==> src/rtl/cpu_pkg.sv <==
// Shared CPU-side types and widths for the fetch front end.
// Latency: n/a (types and constants only).
// Backpressure: n/a.
package cpu_pkg;

    localparam int INST_W       = 32;
    localparam int PC_W         = 32;
    localparam int FETCH_ADDR_W = 5;   // default instruction-memory byte-address width

    // One prefetch queue entry: byte PC of the word plus the assembled word.
    typedef struct packed {
        logic [PC_W-1:0]   pc;
        logic [INST_W-1:0] inst;
    } fetch_entry_t;

    localparam int FETCH_ENTRY_W = $bits(fetch_entry_t);

endpackage

==> src/rtl/sync_fifo.sv <==
// Generic synchronous FIFO with flush; head entry is presented combinationally.
// Latency: a pushed entry is visible at the head one edge after the push.
// Backpressure: a push while full is accepted only together with a pop; flush wins over push/pop.
//
// Ports: clk/rst_n; i_push/i_push_dat write the tail; i_pop advances the head;
// i_flush empties the queue; o_head_dat, o_count, o_full, o_empty report state.
module sync_fifo #(
    parameter int WIDTH = 64,
    parameter int DEPTH = 4
) (
    input  logic                       clk,
    input  logic                       rst_n,
    input  logic                       i_push,
    input  logic [WIDTH-1:0]           i_push_dat,
    input  logic                       i_pop,
    input  logic                       i_flush,
    output logic [WIDTH-1:0]           o_head_dat,
    output logic [$clog2(DEPTH):0]     o_count,
    output logic                       o_full,
    output logic                       o_empty
);

    localparam int PTR_W = $clog2(DEPTH);
    localparam int CNT_W = PTR_W + 1;

    logic [WIDTH-1:0] r_mem [DEPTH];
    logic [PTR_W-1:0] r_rd_ptr;
    logic [PTR_W-1:0] r_wr_ptr;
    logic [CNT_W-1:0] r_count;

    logic w_pop;
    logic w_push;

    assign o_full     = (r_count == CNT_W'(DEPTH));
    assign o_empty    = (r_count == '0);
    assign o_count    = r_count;
    assign o_head_dat = r_mem[r_rd_ptr];

    // When full, the tail slot is the head slot; the head is read this cycle
    // and overwritten at the edge, so pop+push while full is safe.
    assign w_pop  = i_pop && !o_empty;
    assign w_push = i_push && (!o_full || w_pop);

    always_ff @(posedge clk or negedge rst_n) begin
        if (!rst_n) begin
            r_rd_ptr <= '0;
            r_wr_ptr <= '0;
            r_count  <= '0;
            for (int i = 0; i < DEPTH; i++) begin
                r_mem[i] <= '0;
            end
        end else if (i_flush) begin
            r_rd_ptr <= '0;
            r_wr_ptr <= '0;
            r_count  <= '0;
        end else begin
            if (w_push) begin
                r_mem[r_wr_ptr] <= i_push_dat;
                r_wr_ptr        <= r_wr_ptr + PTR_W'(1);
            end
            if (w_pop) begin
                r_rd_ptr <= r_rd_ptr + PTR_W'(1);
            end
            case ({w_push, w_pop})
                2'b10:   r_count <= r_count + CNT_W'(1);
                2'b01:   r_count <= r_count - CNT_W'(1);
                default: r_count <= r_count;
            endcase
        end
    end

endmodule

==> src/rtl/fetch_prefetch.sv <==
// Instruction fetch: reads byte-wide big-endian imem, assembles 32-bit words into a prefetch queue.
// Latency: 4 cycles from reset release or redirect to inst_valid; 1 word per 4 cycles steady state.
// Backpressure: byte fetch keeps running until the queue is full and byte 3 is pending, then holds.
//
// Ports: clk, rst_n (async active-low); imem_addr/imem_data byte read port;
// redirect/redirect_pc flush and restart; inst_valid/inst/inst_pc/inst_ready decode handshake.
module fetch_prefetch
    import cpu_pkg::*;
#(
    parameter int          ADDR_W   = FETCH_ADDR_W,
    parameter int          DEPTH    = 4,
    parameter logic [31:0] RESET_PC = 32'h0
) (
    input  logic              clk,
    input  logic              rst_n,
    output logic [ADDR_W-1:0] imem_addr,
    input  logic [7:0]        imem_data,
    input  logic              redirect,
    input  logic [31:0]       redirect_pc,
    output logic              inst_valid,
    output logic [31:0]       inst,
    output logic [31:0]       inst_pc,
    input  logic              inst_ready
);

    localparam int CNT_W = $clog2(DEPTH) + 1;

    logic [PC_W-1:0] r_fpc;
    logic [1:0]      r_bcnt;
    logic [23:0]     r_asm;

    fetch_entry_t    w_push_entry;
    fetch_entry_t    w_head_entry;
    logic [CNT_W-1:0] w_count;
    logic            w_full;
    logic            w_empty;
    logic            w_pop;
    logic            w_word_done;
    logic            w_push_ok;
    logic            w_push;
    logic            w_unused;

    // Address depends only on fetch state, never on inst_ready or redirect.
    assign imem_addr = r_fpc[ADDR_W-1:0] + ADDR_W'(r_bcnt);

    assign w_pop       = inst_valid && inst_ready;
    assign w_word_done = (r_bcnt == 2'd3);
    assign w_push_ok   = !w_full || w_pop;
    // A word completing in the redirect cycle belongs to the old stream; drop it.
    assign w_push      = w_word_done && w_push_ok && !redirect;

    assign w_push_entry.pc   = r_fpc;
    assign w_push_entry.inst = {r_asm, imem_data};

    sync_fifo #(
        .WIDTH (FETCH_ENTRY_W),
        .DEPTH (DEPTH)
    ) u_fifo (
        .clk        (clk),
        .rst_n      (rst_n),
        .i_push     (w_push),
        .i_push_dat (w_push_entry),
        .i_pop      (w_pop),
        .i_flush    (redirect),
        .o_head_dat (w_head_entry),
        .o_count    (w_count),
        .o_full     (w_full),
        .o_empty    (w_empty)
    );

    assign inst_valid = (w_count != '0);
    assign inst       = w_head_entry.inst;
    assign inst_pc    = w_head_entry.pc;

    // Redirect PC low bits are ignored; the empty flag duplicates inst_valid.
    assign w_unused = ^{redirect_pc[1:0], w_empty};

    always_ff @(posedge clk or negedge rst_n) begin
        if (!rst_n) begin
            r_fpc  <= RESET_PC;
            r_bcnt <= 2'd0;
            r_asm  <= 24'd0;
        end else if (redirect) begin
            r_fpc  <= {redirect_pc[31:2], 2'b00};
            r_bcnt <= 2'd0;
        end else if (!w_word_done) begin
            // Shift in big-endian order: byte 0 ends up in r_asm[23:16].
            r_asm  <= {r_asm[15:0], imem_data};
            r_bcnt <= r_bcnt + 2'd1;
        end else if (w_push_ok) begin
            r_fpc  <= r_fpc + PC_W'(4);
            r_bcnt <= 2'd0;
        end
        // Otherwise hold: byte 3 is re-sampled every cycle until the push.
    end

endmodule

==> config.mk <==
export PLATFORM = sky130hd
export DESIGN_NAME = fetch_prefetch
export DESIGN_NICKNAME = d
export VERILOG_FILES = /design/src/rtl/cpu_pkg.sv /design/src/rtl/sync_fifo.sv /design/src/rtl/fetch_prefetch.sv
export SDC_FILE = /design/constraint.sdc
export NUM_CORES = 1
export LEC_CHECK = 0
export BUFFER_PORTS_ARGS = -buffer_cell sky130_fd_sc_hd__buf_2
export CAP_MARGIN = 20
export CORE_UTILIZATION = 55
export DETAILED_ROUTE_END_ITERATION = 12
export PLACE_DENSITY = 0.81
export SETUP_SLACK_MARGIN = 0.1
export SLEW_MARGIN = 20
export SYNTH_ARGS = -nofsm -noshare
export SYNTH_HDL_FRONTEND = slang
export SYNTH_SLANG_ARGS = --single-unit
==> constraint.sdc <==
create_clock -name clk -period 6.2 [get_ports clk]
set_clock_uncertainty 0.05 [all_clocks]
set_input_delay 0.62 -clock clk [delete_from_list [all_inputs] [get_ports clk]]
set_output_delay 0.62 -clock clk [all_outputs]
set_load 0.01 [all_outputs]
== After elaboration in Yosys (flattened, before gate mapping) ==
Index checks and enable logic that the tools add are counted.

* Output and inout bits: 70
* Logic and storage cells: 68
* Flip-flop bits (word level): 321

* Add/sub/neg operators: 7
* Equality and inequality tests: 5
* Reductions and logical operators: 21
* Muxes and demuxes: 18
* Magnitude comparators: 3
* Bitwise operators: 4

{| class="wikitable"
|+ Operators with widths
! kind !! count
|-
| $bwmux 256 || 1
|-
| $mux 64 || 3
|-
| $bmux 64 s2 || 1
|-
| $demux 64 s2 || 1
|-
| $mux 32 || 3
|-
| $add 32x3->32 const B || 1
|-
| $mux 2 || 7
|-
| $reduce_bool 2->1 || 4
|-
| $add 2x1->2 const B || 3
|-
| $ge 3x3->1 const B || 2
|-
| $logic_and 1x1->1 || 6
|-
| $not 2->3 || 2
|-
| $pmux 3 s2 || 1
|-
| $reduce_and 2->1 || 3
|-
| $reduce_bool 3->1 || 2
|-
| $add 5x2->5 || 1
|-
| $eq 2x2->1 const B || 2
|-
| $add 3x1->3 const B || 1
|-
| $eq 3x3->1 const B || 1
|-
| $logic_not 1->1 || 3
|-
| $logic_not 3->1 || 1
|-
| $lt 3x1->1 const B || 1
|-
| $mux 3 || 1
|-
| $ne 3x2->1 const B || 1
|-
| other kinds (4) || 6
|}

== Depth between registers and ports, before layout ==
Gate-level depths: netlist of the first run.

* Word-level depth: 9
* Gate-level depth with buffers: 8

== Cells and area by module ==
Synthesis of the first run repeated with hierarchy kept, for this count alone.

* Cells, all modules: 965
* Area, all modules: 14,859.3 µm²

{| class="wikitable"
|+ By module, submodules not included
! module !! area an instance (µm²) !! cells an instance !! seq. area each (µm²) !! times used
|-
| sync_fifo || 11,921.4 || 679 || 6,581.3 || 1
|-
| fetch_prefetch || 2,937.8 || 286 || 1,401.3 || 1
|}

== Least setup slack after synthesis of the first run ==
No wires, ideal clock.

* Path kind: reg2out
* Start: register u_fifo.r_rd_ptr[0]
* End: output inst_pc[23]
* Stages on the path, launching flop included: 4
* Required time: 5.530 ns
* Arrival: 1.772 ns
* Path slack: 3.758 ns
* Cells stage by stage: dfrtp_1 > clkbuf_1 > buf_1 > mux4_2

* Word-level cells in the longest chain between the ends: 4

{| class="wikitable"
|+ Ends and longest elaborated chain
! what !! line !! source
|-
| from (decl) || sync_fifo.sv:27 || <nowiki>logic [PTR_W-1:0] r_rd_ptr;</nowiki>
|-
| from (signal assigned) || sync_fifo.sv:62 || <nowiki>r_rd_ptr <= r_rd_ptr + PTR_W'(1);</nowiki>
|-
| $not 2->3 (not written as such) || sync_fifo.sv:37 || <nowiki>assign o_head_dat = r_mem[r_rd_ptr];</nowiki>
|-
| $bmux 64 s2 || sync_fifo.sv:37 ||
|-
| $mux 64 (not written as such) (2 in series) || sync_fifo.sv:37 ||
|-
| to (decl) || fetch_prefetch.sv:22 || <nowiki>output logic [31:0] inst_pc,</nowiki>
|}

No other way between the ends. The select of a mux whose other input is x is not followed.

== Worst setup path in the final report of the first run ==
* Start: register u_fifo.r_rd_ptr[0]
* End: output inst[22]

* Word-level cells in the longest chain between the ends: 4

{| class="wikitable"
|+ Ends and longest elaborated chain
! what !! line !! source
|-
| $not 2->3 (not written as such) || sync_fifo.sv:37 ||
|-
| $bmux 64 s2 || sync_fifo.sv:37 ||
|-
| $mux 64 (not written as such) (2 in series) || sync_fifo.sv:37 ||
|-
| to (decl) || fetch_prefetch.sv:21 || <nowiki>output logic [31:0] inst,</nowiki>
|}

No other way between the ends. The select of a mux whose other input is x is not followed.

==> results of run 1 <==
## routing by layer
layer	vias to the layer above	track usage (%)	routed length, um
met3	41	5.24	1570
met5	-	0	13
met1	4241	30.5	12000
met2	187	38.2	14100
li1	3526	-	-
met4	2	5.80	443
## critical path: cells and delay by family (launching register included)
kind	cells	cell delay, ns
buffers and inverters	2	0.82
flip-flops	1	0.93
multiplexers	1	0.61
## placed cells by master, fill, tap and decap left out, types with 5 or more instances in the layout
master     synthesis  layout
ha_1               6       6
mux4_2            62      62
nor3_1            13      13
nor2_1            10       9
clkbuf_1          26       8
dfrtp_1          311     309
buf_4              3       5
clkbuf_8           0       6
mux2_2           274     274
buf_2             31     108
o21ai_0           26      26
clkbuf_16          0      35
nand3_1            8       8
inv_1              6       6
and3_1             5       5
nand2_1           53      49
nor4_1             7       7
xor2_1             8       8
xnor2_1           23      23
## worst min-delay path by stage
stage | start | endpoint | cells after the start
6_report | rst_n | u_fifo.r_mem[196] | 1
3_5_place_dp | u_fifo.r_mem[115] | u_fifo.r_mem[115] | 1
5_1_grt | rst_n | u_fifo.r_mem[196] | 1
2_1_floorplan | rst_n | r_asm[0] | 0
4_1_cts | rst_n | u_fifo.r_mem[196] | 1
3_3_place_gp | u_fifo.r_mem[58] | u_fifo.r_mem[58] | 1
## area by class of cell
type | count | area share, %
sequential | 311 | 49.5
tap | 324 | 2.57
multi-input combinational | 538 | 36.6
antenna | 1 | 0.0159
inverter | 6 | 0.143
timing repair buffer | 115 | 3.89
clock inverter | 9 | 1.00
clock buffer | 49 | 6.28
## flip-flops by register name, summed over array words and instances, names as in the netlist
name,cells
r_asm,24
r_bcnt,2
u_fifo.o_count,3
r_fpc,30
u_fifo.r_wr_ptr,2
u_fifo.r_rd_ptr,2
u_fifo.r_mem,248
## cell usage after synthesis (3+ instances only)
library cell / count / area [um2]
nor3_1: 13 / 65.1
nor2_1: 10 / 37.5
nor4_1: 7 / 43.8
nand3_1: 8 / 40.0
ha_1: 6 / 75.1
and3_1: 5 / 31.3
a21oi_1: 3 / 15.0
mux4_2: 62 / 1400
nor3b_1: 3 / 22.5
clkbuf_1: 26 / 97.6
inv_1: 6 / 22.5
o21ai_0: 26 / 130
mux2_2: 274 / 3090
xor2_1: 8 / 70.1
nor2b_1: 4 / 25.0
buf_4: 3 / 22.5
mux2i_1: 3 / 30.0
nand2b_1: 3 / 18.8
dfrtp_1: 311 / 7780
buf_2: 31 / 155
buf_1: 3 / 11.3
nand2_1: 53 / 199
xnor2_1: 23 / 201
## kinds of logic after synthesis
family                     synth area share, %
adders and majority gates                0.687
muxes                                     32.6
other                                   0.0271
AOI/OAI and AO/OA                         1.56
xor gates and xnor gates                  1.96
DFF                                       56.3
and+or+nand+nor                           4.58
buffers and inverters                     2.31
## stage by stage
stage | area [um2] | util (%)
after floorplan | 13800 | -
after global placement | 14600 | 59.7
after detailed placement | 14600 | 59.7
after CTS | 15700 | 64.4
after global routing | 15700 | 64.4
final | 15700 | 64.4
## power by group through the flow
stage / sequential (mW) / combinational [mW] / clock [mW]
global route: 2.64 / 1.29 / 2.18
finish: 2.59 / 1.19 / 2.06
global placement: 2.60 / 1.17 / 0
CTS: 2.59 / 1.21 / 2.10
detailed placement: 2.62 / 1.20 / 0
floorplan: 2.49 / 0.854 / 0
==> run_results.csv, run 1 <==
group,metric,value,unit
run_status,status,"finished clean",
critical_path,r2r_cells,5,
timing,period_share,57.4,%
cts,holdBufCountCts,0,
timing,setup_viol,0,
cts,cts_tree,"built",
global_routing,grt_max_degree,162,
floorplan,dieWidth,161,um
critical_path,reg2reg_from,"r_bcnt[0]",
synth,ys_async_sr_fraction,100,%
timing,slew_viol_final,0,
drt,ant_nets,0,
drt,drtPass1Iterations,4,
timing,max_slew_margin,28.2,%
worst_hold_path,hp-class,"in2async",
cts,cts_sinks,311,
global_routing,track_usage,22.9,%
timing,setup_tns,0,ns
global_routing,overflow,0,
critical_path,setup.worst_path.end,"inst[22]",
critical_path,crit_fanout,35,
global_routing,grt_pass1_vias,8696,
power,power_frac_clock,35.3,%
layout,seq_area,7790,um2
layout,multi_input_area,5770,um2
power,powerDensity,371,nW/um2
critical_path,max_stage_delay,0.93,ns
timing,max_freq,0.281,GHz
power,p_total,5.84,mW
layout,drive_above_1_share,50.1,%
critical_path,crit_required,5.53,ns
cts,clkLatencyLatePin,0.51,ns
cts,cts.htree.levels,2,
timing,rsz0062_at_grt,"no",
floorplan,die_height,161,um
power,peakVddDrop,0.245,mV
floorplan,core_area,24500,um2
critical_path,r2r_end,"u_fifo.r_mem[220]",
layout,n_fill_cell,1703,
synth,yosys.cell_types.count,44,
drt,postRouteWirelength,28100,um
critical_path,cp_cell_sequence,"buf_4 -> mux4_2 -> buf_2",
place,gp_congestion,0.750,
synth,synth_edf_count,0,
layout,nNetsFinal,1057,
critical_path,worstSetupStartpoint,"u_fifo.r_rd_ptr[0]",
drt,wl_per_cell,20.8,um
place,hpwl,16200,um
drt,drtIter0Drc,590,
global_routing,antenna_found_initial,1,
synth,synth-main-ff-cell,"dfrtp_1",
timing,whs,0.0177,ns
drt,detail_route.vias_per_cell,5.91,
synth,avgSynthCellArea,15.1,um2
synth,synth_seq_area_share,56.3,%
global_routing,grt_pass1_wl,46600,um
critical_path,crit_type,"reg2out",
layout,area_growth,13.8,%
timing,worst_slack,2.64,ns
power,p_int,4.28,mW
critical_path,end_kind,"output pin",
critical_path,crit_arrival,2.89,ns
cts,post_cts_buffers,0,
flow_run,timing.max_cap.violations,0,
drt,vias,7997,
critical_path,startpoint_type,"register",
synth,synth_seq_cells,311,
floorplan,num_rows,57,
drt,drc_errors,0,
floorplan,die-area,25800,um2
cts,cts.repair.resized,0,
cts,clkTransAtPathRegs,0.06,ns
critical_path,r2r_slack,3.13,ns
synth,syn_area,13800,um2
floorplan,pin_count,114,
cts,numCtsBuffers,34,
timing,worst-slew-pin-transition,1.08,ns
critical_path,crit_slowest_cell,"dfrtp_4",
timing,hold_violations,0,
floorplan,start_util,56.5,%
synth,yosys_warnings,0,
power,switching_share,26.6,%
place,io_buffers,109,
layout,instances_no_fill,1353,
power,power_switching,1.56,mW
cts,clockBufferDepth,3,
power,p_leak,7.50,nW
power,p_comb_share,20.4,%
cts,root_buffer,"clkbuf_16",
timing,period_minus_slack,3.56,ns
power,pwr-share-seq,44.4,%
synth,syn_inst,919,
place,place_inst,1294,
place,place_ws,2.89,ns
Power figures use the tool's default switching activity.
==> run 2, diff against run 1 <==
Settings changed: CORE_UTILIZATION 55 to 54, PLACE_DENSITY 0.81 to 0.83.
Clock period 6.2 ns to 3.07 ns, I/O delays scaled along.
==> run 2 against run 1 <==
First-iteration DRC count down 6.1%. Design area up 3.9%. Non-clock buffer count up 51. Register-to-register slack worse by 2.7 ns. Clock power up 100%. Setup slack worse by 2.3 ns. Global-route usage up 0.77 points.
==> run_results.csv, run 2 (synthesized netlist as in run 1, its figures left out) <==
group,metric,value,unit
run_status,status,"finished clean",
critical_path,crit_buf_inv,2,
drt,wl_per_cell,20.9,um
drt,drtPass1Iterations,5,
timing,period_share,87.8,%
drt,ant_nets,0,
cts,cts_sinks,311,
worst_hold_path,worstHoldStart,"redirect_pc[29]",
critical_path,crit_slowest_cell,"dfrtp_4",
layout,drive_above_1_share,50.3,%
critical_path,cp_top_family,"flip-flops",
critical_path,reg2reg_from,"r_bcnt[0]",
place,io_buffers,109,
layout,nNetsFinal,1109,
timing,worst-slew-pin-transition,0.744,ns
critical_path,crit_required,2.71,ns
layout,n_fill_cell,1757,
layout,fin_area,16400,um2
layout,final_common_cell,"dfrtp_1",
layout,reg.largest.list,"u_fifo.r_mem x248, r_fpc x30, r_asm x24",
drt,vias,8172,
layout,largest_reg_flops,248,
critical_path,crit_fanout,21,
cts,numCtsBuffers,35,
layout,fin_util,64.9,%
worst_hold_path,hp-class,"in2reg",
drt,drc_errors,0,
global_routing,grt_pass1_wl,48000,um
critical_path,startpoint_type,"register",
critical_path,worstSetupStartpoint,"u_fifo.r_rd_ptr[0]",
power,p_total,11.9,mW
place,placed_area,14900,um2
global_routing,antenna_found_initial,1,
cts,clkLatencyLatePin,0.51,ns
flow_run,timing.max_cap.violations,0,
power,peakVddDrop,0.571,mV
timing,period_minus_slack,2.70,ns
power,p_leak,7.79,nW
global_routing,grt.busiest_layer,"met2",
timing,worst_slack,0.375,ns
timing,max_freq,0.371,GHz
floorplan,die-area,26300,um2
timing,hold_violations,0,
cts,cts.htree.levels,2,
cts,cts.repair.resized,0,
layout,multi_input_area,5770,um2
critical_path,crit_arrival,2.34,ns
power,powerDensity,731,nW/um2
place,place_ws,0.503,ns
floorplan,num_rows,58,
drt,postRouteWirelength,29600,um
floorplan,core_area,25200,um2
critical_path,end_kind,"output pin",
place,hpwl,18000,um
critical_path,max_stage_delay,0.73,ns
timing,max_slew_margin,50.2,%
critical_path,crit_type,"reg2out",
drt,detail_route.vias_per_cell,5.79,
timing,rsz0062_at_grt,"no",
cts,clkTransAtPathRegs,0.06,ns
drt,drtIter0Drc,554,
layout,most-common-layout-cells,"dfrtp_1, mux2_2, buf_2",
global_routing,grt_max_degree,94,
global_routing,use_met2,40.9,%
global_routing,grt_pass1_vias,8774,
floorplan,start_util,54.9,%
layout,area_growth,18.2,%
floorplan,die_height,162,um
critical_path,cp_cell_sequence,"buf_4 -> mux4_2 -> buf_2",
global_routing,grtUsageMet3,4.26,%
place,gp_congestion,0.752,
cts,cts_tree,"built",
cts,clockBufferDepth,3,
layout,diodes,0,
cts,post_cts_buffers,0,
floorplan,dieWidth,162,um
cts,holdBufCountCts,26,
global_routing,track_usage,23.7,%
layout,top_register,"u_fifo.r_mem",
global_routing,overflow,0,
timing,setup_tns,0,ns
global_routing,gr-usage-met1,30.7,%
floorplan,pin_count,114,
layout,seq_area,7790,um2
timing,slew_viol_final,0,
cts,root_buffer,"clkbuf_16",
timing,setup_viol,0,
==> run 2: cell type report <==
cell class / instances / area share (%)
clock buffers: 50 / 6.26
clock inverters: 11 / 0.941
inverters: 6 / 0.138
multi-input cells: 538 / 35.3
flip-flops and latches: 311 / 47.6
well taps: 330 / 2.52
repair buffers: 166 / 7.25
==> run 2: power by group <==
part           internal [mW]  leakage (nW)  switching, mW  total (mW)
Sequential              4.70          4.12          0.499        5.20
Combinational           1.44          3.10           1.10        2.54
Clock                   2.58         0.573           1.63        4.21
==> run 2: worst register-to-register path, stage by stage (launching register included) <==
cell and delay (ns):
dfrtp_1 0.40, ha_1 0.31, nand2b_1 0.13, nor2_1 0.59, nand2_4 0.40, buf_4 0.32
mux2_2 0.28
==> run 2: stage by stage <==
step                      hold WS (ns)  cells
after floorplan                -0.0386    920
after global placement           0.326   1325
after detailed placement         0.332   1325
after CTS                      0.00117   1412
after global routing           0.00303   1412
final                           0.0119   1412
==> run 2: routing by layer <==
layer / vias up / wire length, um
li1: 3634 / -
met1: 4301 / 12400
met2: 176 / 15300
met3: 59 / 1260
met4: 2 / 609
met5: - / 8
==> run 2: path summary, 6_finish.rpt <==
path | cells after the start | endpoint | slack, ns
min in group asynchronous | 2 | u_fifo.r_mem[133] | 0.34
max | 3 | inst_pc[14] | 0.37
max reg2reg | 6 | u_fifo.r_mem[18] | 0.48
min | 2 | r_fpc[29] | 0.01
max in group asynchronous | 3 | u_fifo.r_mem[108] | 1.77
min reg2reg | 1 | u_fifo.r_mem[228] | 0.45
==> run 3, diff against run 2 <==
Settings changed: CORE_UTILIZATION 54 to 55, CTS_BUF_LIST from default to sky130_fd_sc_hd__clkbuf_8, PLACE_DENSITY 0.83 to 0.84.
==> run 3 against run 2 <==
Design area down 1.0%. Sequential power about the same. Final cell count up 1.6%. Sequential share of layout area up 0.49 points. Register-to-register slack better by 0.04 ns. Combinational power about the same. Clock-buffer cell count up 12. Sequential cell count unchanged. Power down 7.2%. Critical path depth unchanged. Utilization up 1.2 points. Highest routed layer is now met4.
==> run_results.csv, run 3 (synthesized netlist as in run 1, its figures left out) <==
group,metric,value,unit
power,peakVddDrop,0.496,mV
global_routing,grt_pass1_vias,9112,
drt,drtPass1Iterations,4,
cts,cts.htree.levels,2,
critical_path,startpoint_type,"register",
floorplan,die_height,161,um
global_routing,overflow,0,
layout,most-common-layout-cells,"dfrtp_1, mux2_2, buf_2",
floorplan,num_rows,57,
drt,ant_nets,0,
critical_path,path_depth,3,
global_routing,grt_pass1_wl,48400,um
critical_path,cp_top_family,"flip-flops",
cts,cts_tree,"built",
floorplan,core_area,24500,um2
cts,numCtsBuffers,50,
critical_path,r2r_cells,6,
critical_path,max_stage_delay,0.78,ns
timing,setup_viol,0,
cts,cts_sinks,311,
layout,top_register,"u_fifo.r_mem",
global_routing,grt_max_degree,84,
timing,max_slew_margin,50.7,%
critical_path,cp_cell_sequence,"buf_4 -> mux4_2 -> buf_2",
drt,postRouteWirelength,29400,um
cts,root_buffer,"clkbuf_8",
place,gp_congestion,0.793,
drt,detail_route.vias_per_cell,5.83,
floorplan,dieWidth,161,um
cts,clockBufferDepth,3,
drt,drc_errors,0,
drt,drtIter0Drc,501,
cts,cts.repair.resized,0,
timing,setup_tns,0,ns
timing,hold_violations,0,
layout,instances_no_fill,1435,
layout,drive_above_1_share,50.0,%
layout,largest_reg_flops,248,
layout,nNetsFinal,1132,
flow_run,timing.max_cap.violations,0,
floorplan,start_util,56.5,%
place,io_buffers,109,
place,place_inst,1316,
global_routing,track_usage,23.9,%
timing,max_freq,0.366,GHz
timing,rsz0062_at_grt,"no",
critical_path,crit_slowest_cell,"dfrtp_4",
critical_path,crit_fanout,25,
drt,vias,8370,
cts,clkTransAtPathRegs,0.06,ns
drt,wl_per_cell,20.5,um
power,powerDensity,685,nW/um2
critical_path,crit_buf_inv,2,
critical_path,crit_required,2.71,ns
layout,n_fill_cell,1701,
layout,final_common_cell,"dfrtp_1",
global_routing,antenna_found_initial,1,
run_status,status,"finished clean",
power,p_leak,7.79,nW
timing,period_share,88.9,%
critical_path,crit_type,"reg2out",
cts,clkLatencyLatePin,0.56,ns
layout,area_growth,17.0,%
timing,period_minus_slack,2.73,ns
critical_path,crit_arrival,2.37,ns
floorplan,pin_count,114,
timing,worst-slew-pin-transition,0.736,ns
place,hpwl,17900,um
floorplan,die-area,25800,um2
worst_hold_path,hp-class,"in2reg",
critical_path,end_kind,"output pin",
cts,post_cts_buffers,0,
timing,slew_viol_final,0,
layout,reg.largest.list,"u_fifo.r_mem x248, r_fpc x30, r_asm x24",
worst_hold_path,holdPathStages,3,
-- run 3: cell count changes in the layout (fill, tap and decap cells not counted), sizes merged --
cell / previous run / this run
diode: 0 / 1
inv: 8 / 21
buf: 140 / 137
clkbuf: 50 / 62
bufinv: 3 / 0
dlygate4sd3: 26 / 37
clkinvlp: 2 / 0
-- run 3: area by class of cell --
type / instances / area [um2] / area share, %
diodes: 1 / 2.50 / 0.0155
clock buffers: 62 / 853 / 5.27
clock inverters: 19 / 88.8 / 0.549
inverters: 6 / 22.5 / 0.139
multi-input cells: 538 / 5770 / 35.6
flip-flops and latches: 311 / 7790 / 48.1
well taps: 324 / 405 / 2.50
repair buffers: 174 / 1260 / 7.79
-- run 3: tightest hold or removal path: stages --
cell and delay [ns]:
buf_2 0.09, a22o_1 0.14, a211o_1 0.09
-- run 3: power breakdown --
part	internal [mW]	leakage, nW	switching, mW
clock	1.81	0.541	1.56
combinational	1.44	3.12	1.08
sequential	4.70	4.12	0.491
-- run 3: worst paths after layout --
| kind | slack [ns] | startpoint | to |
|---|---|---|---|
| worst max-delay path | 0.34 | u_fifo.r_rd_ptr[0] | inst[14] |
| max in group asynchronous | 1.75 | rst_n | u_fifo.r_mem[131] |
| worst min register to register | 0.45 | u_fifo.r_mem[123] | u_fifo.r_mem[123] |
| min in group asynchronous | 0.27 | rst_n | u_fifo.r_mem[132] |
| worst max register to register | 0.52 | r_bcnt[0] | r_fpc[28] |
| worst min-delay path | 0.05 | redirect_pc[31] | r_fpc[31] |
-- run 3: layer usage --
layer	wire length [um]	vias up	part of all wire, %	track usage, %
li1	-	3685	-	-
met3	1700	54	5.8	5.35
met2	14900	235	51	41.4
met1	12200	4396	42	30.2
met5	0	-	0	0
met4	599	0	2.0	6.93
-- run 3: stage by stage --
step                      power [mW]  setup WS (ns)  utilization (%)  cell area (um2)  hold slack [ns]
after floorplan                 6.75          0.874                -            13800          -0.0386
after global placement          7.65          0.621             60.8            14900            0.288
after detailed placement        7.77          0.537             60.8            14900            0.288
after CTS                       11.2          0.264             66.2            16200          0.00538
after global routing            11.6          0.198             66.2            16200           0.0258
final                           11.1          0.340             66.2            16200           0.0472
-- run 3: timing repair --
item | 4_1_cts | 5_1_grt
endpoints found under the setup margin | 0 | 0
hold endpoints to repair | 145 | 0
hold buffers | 37 | 0
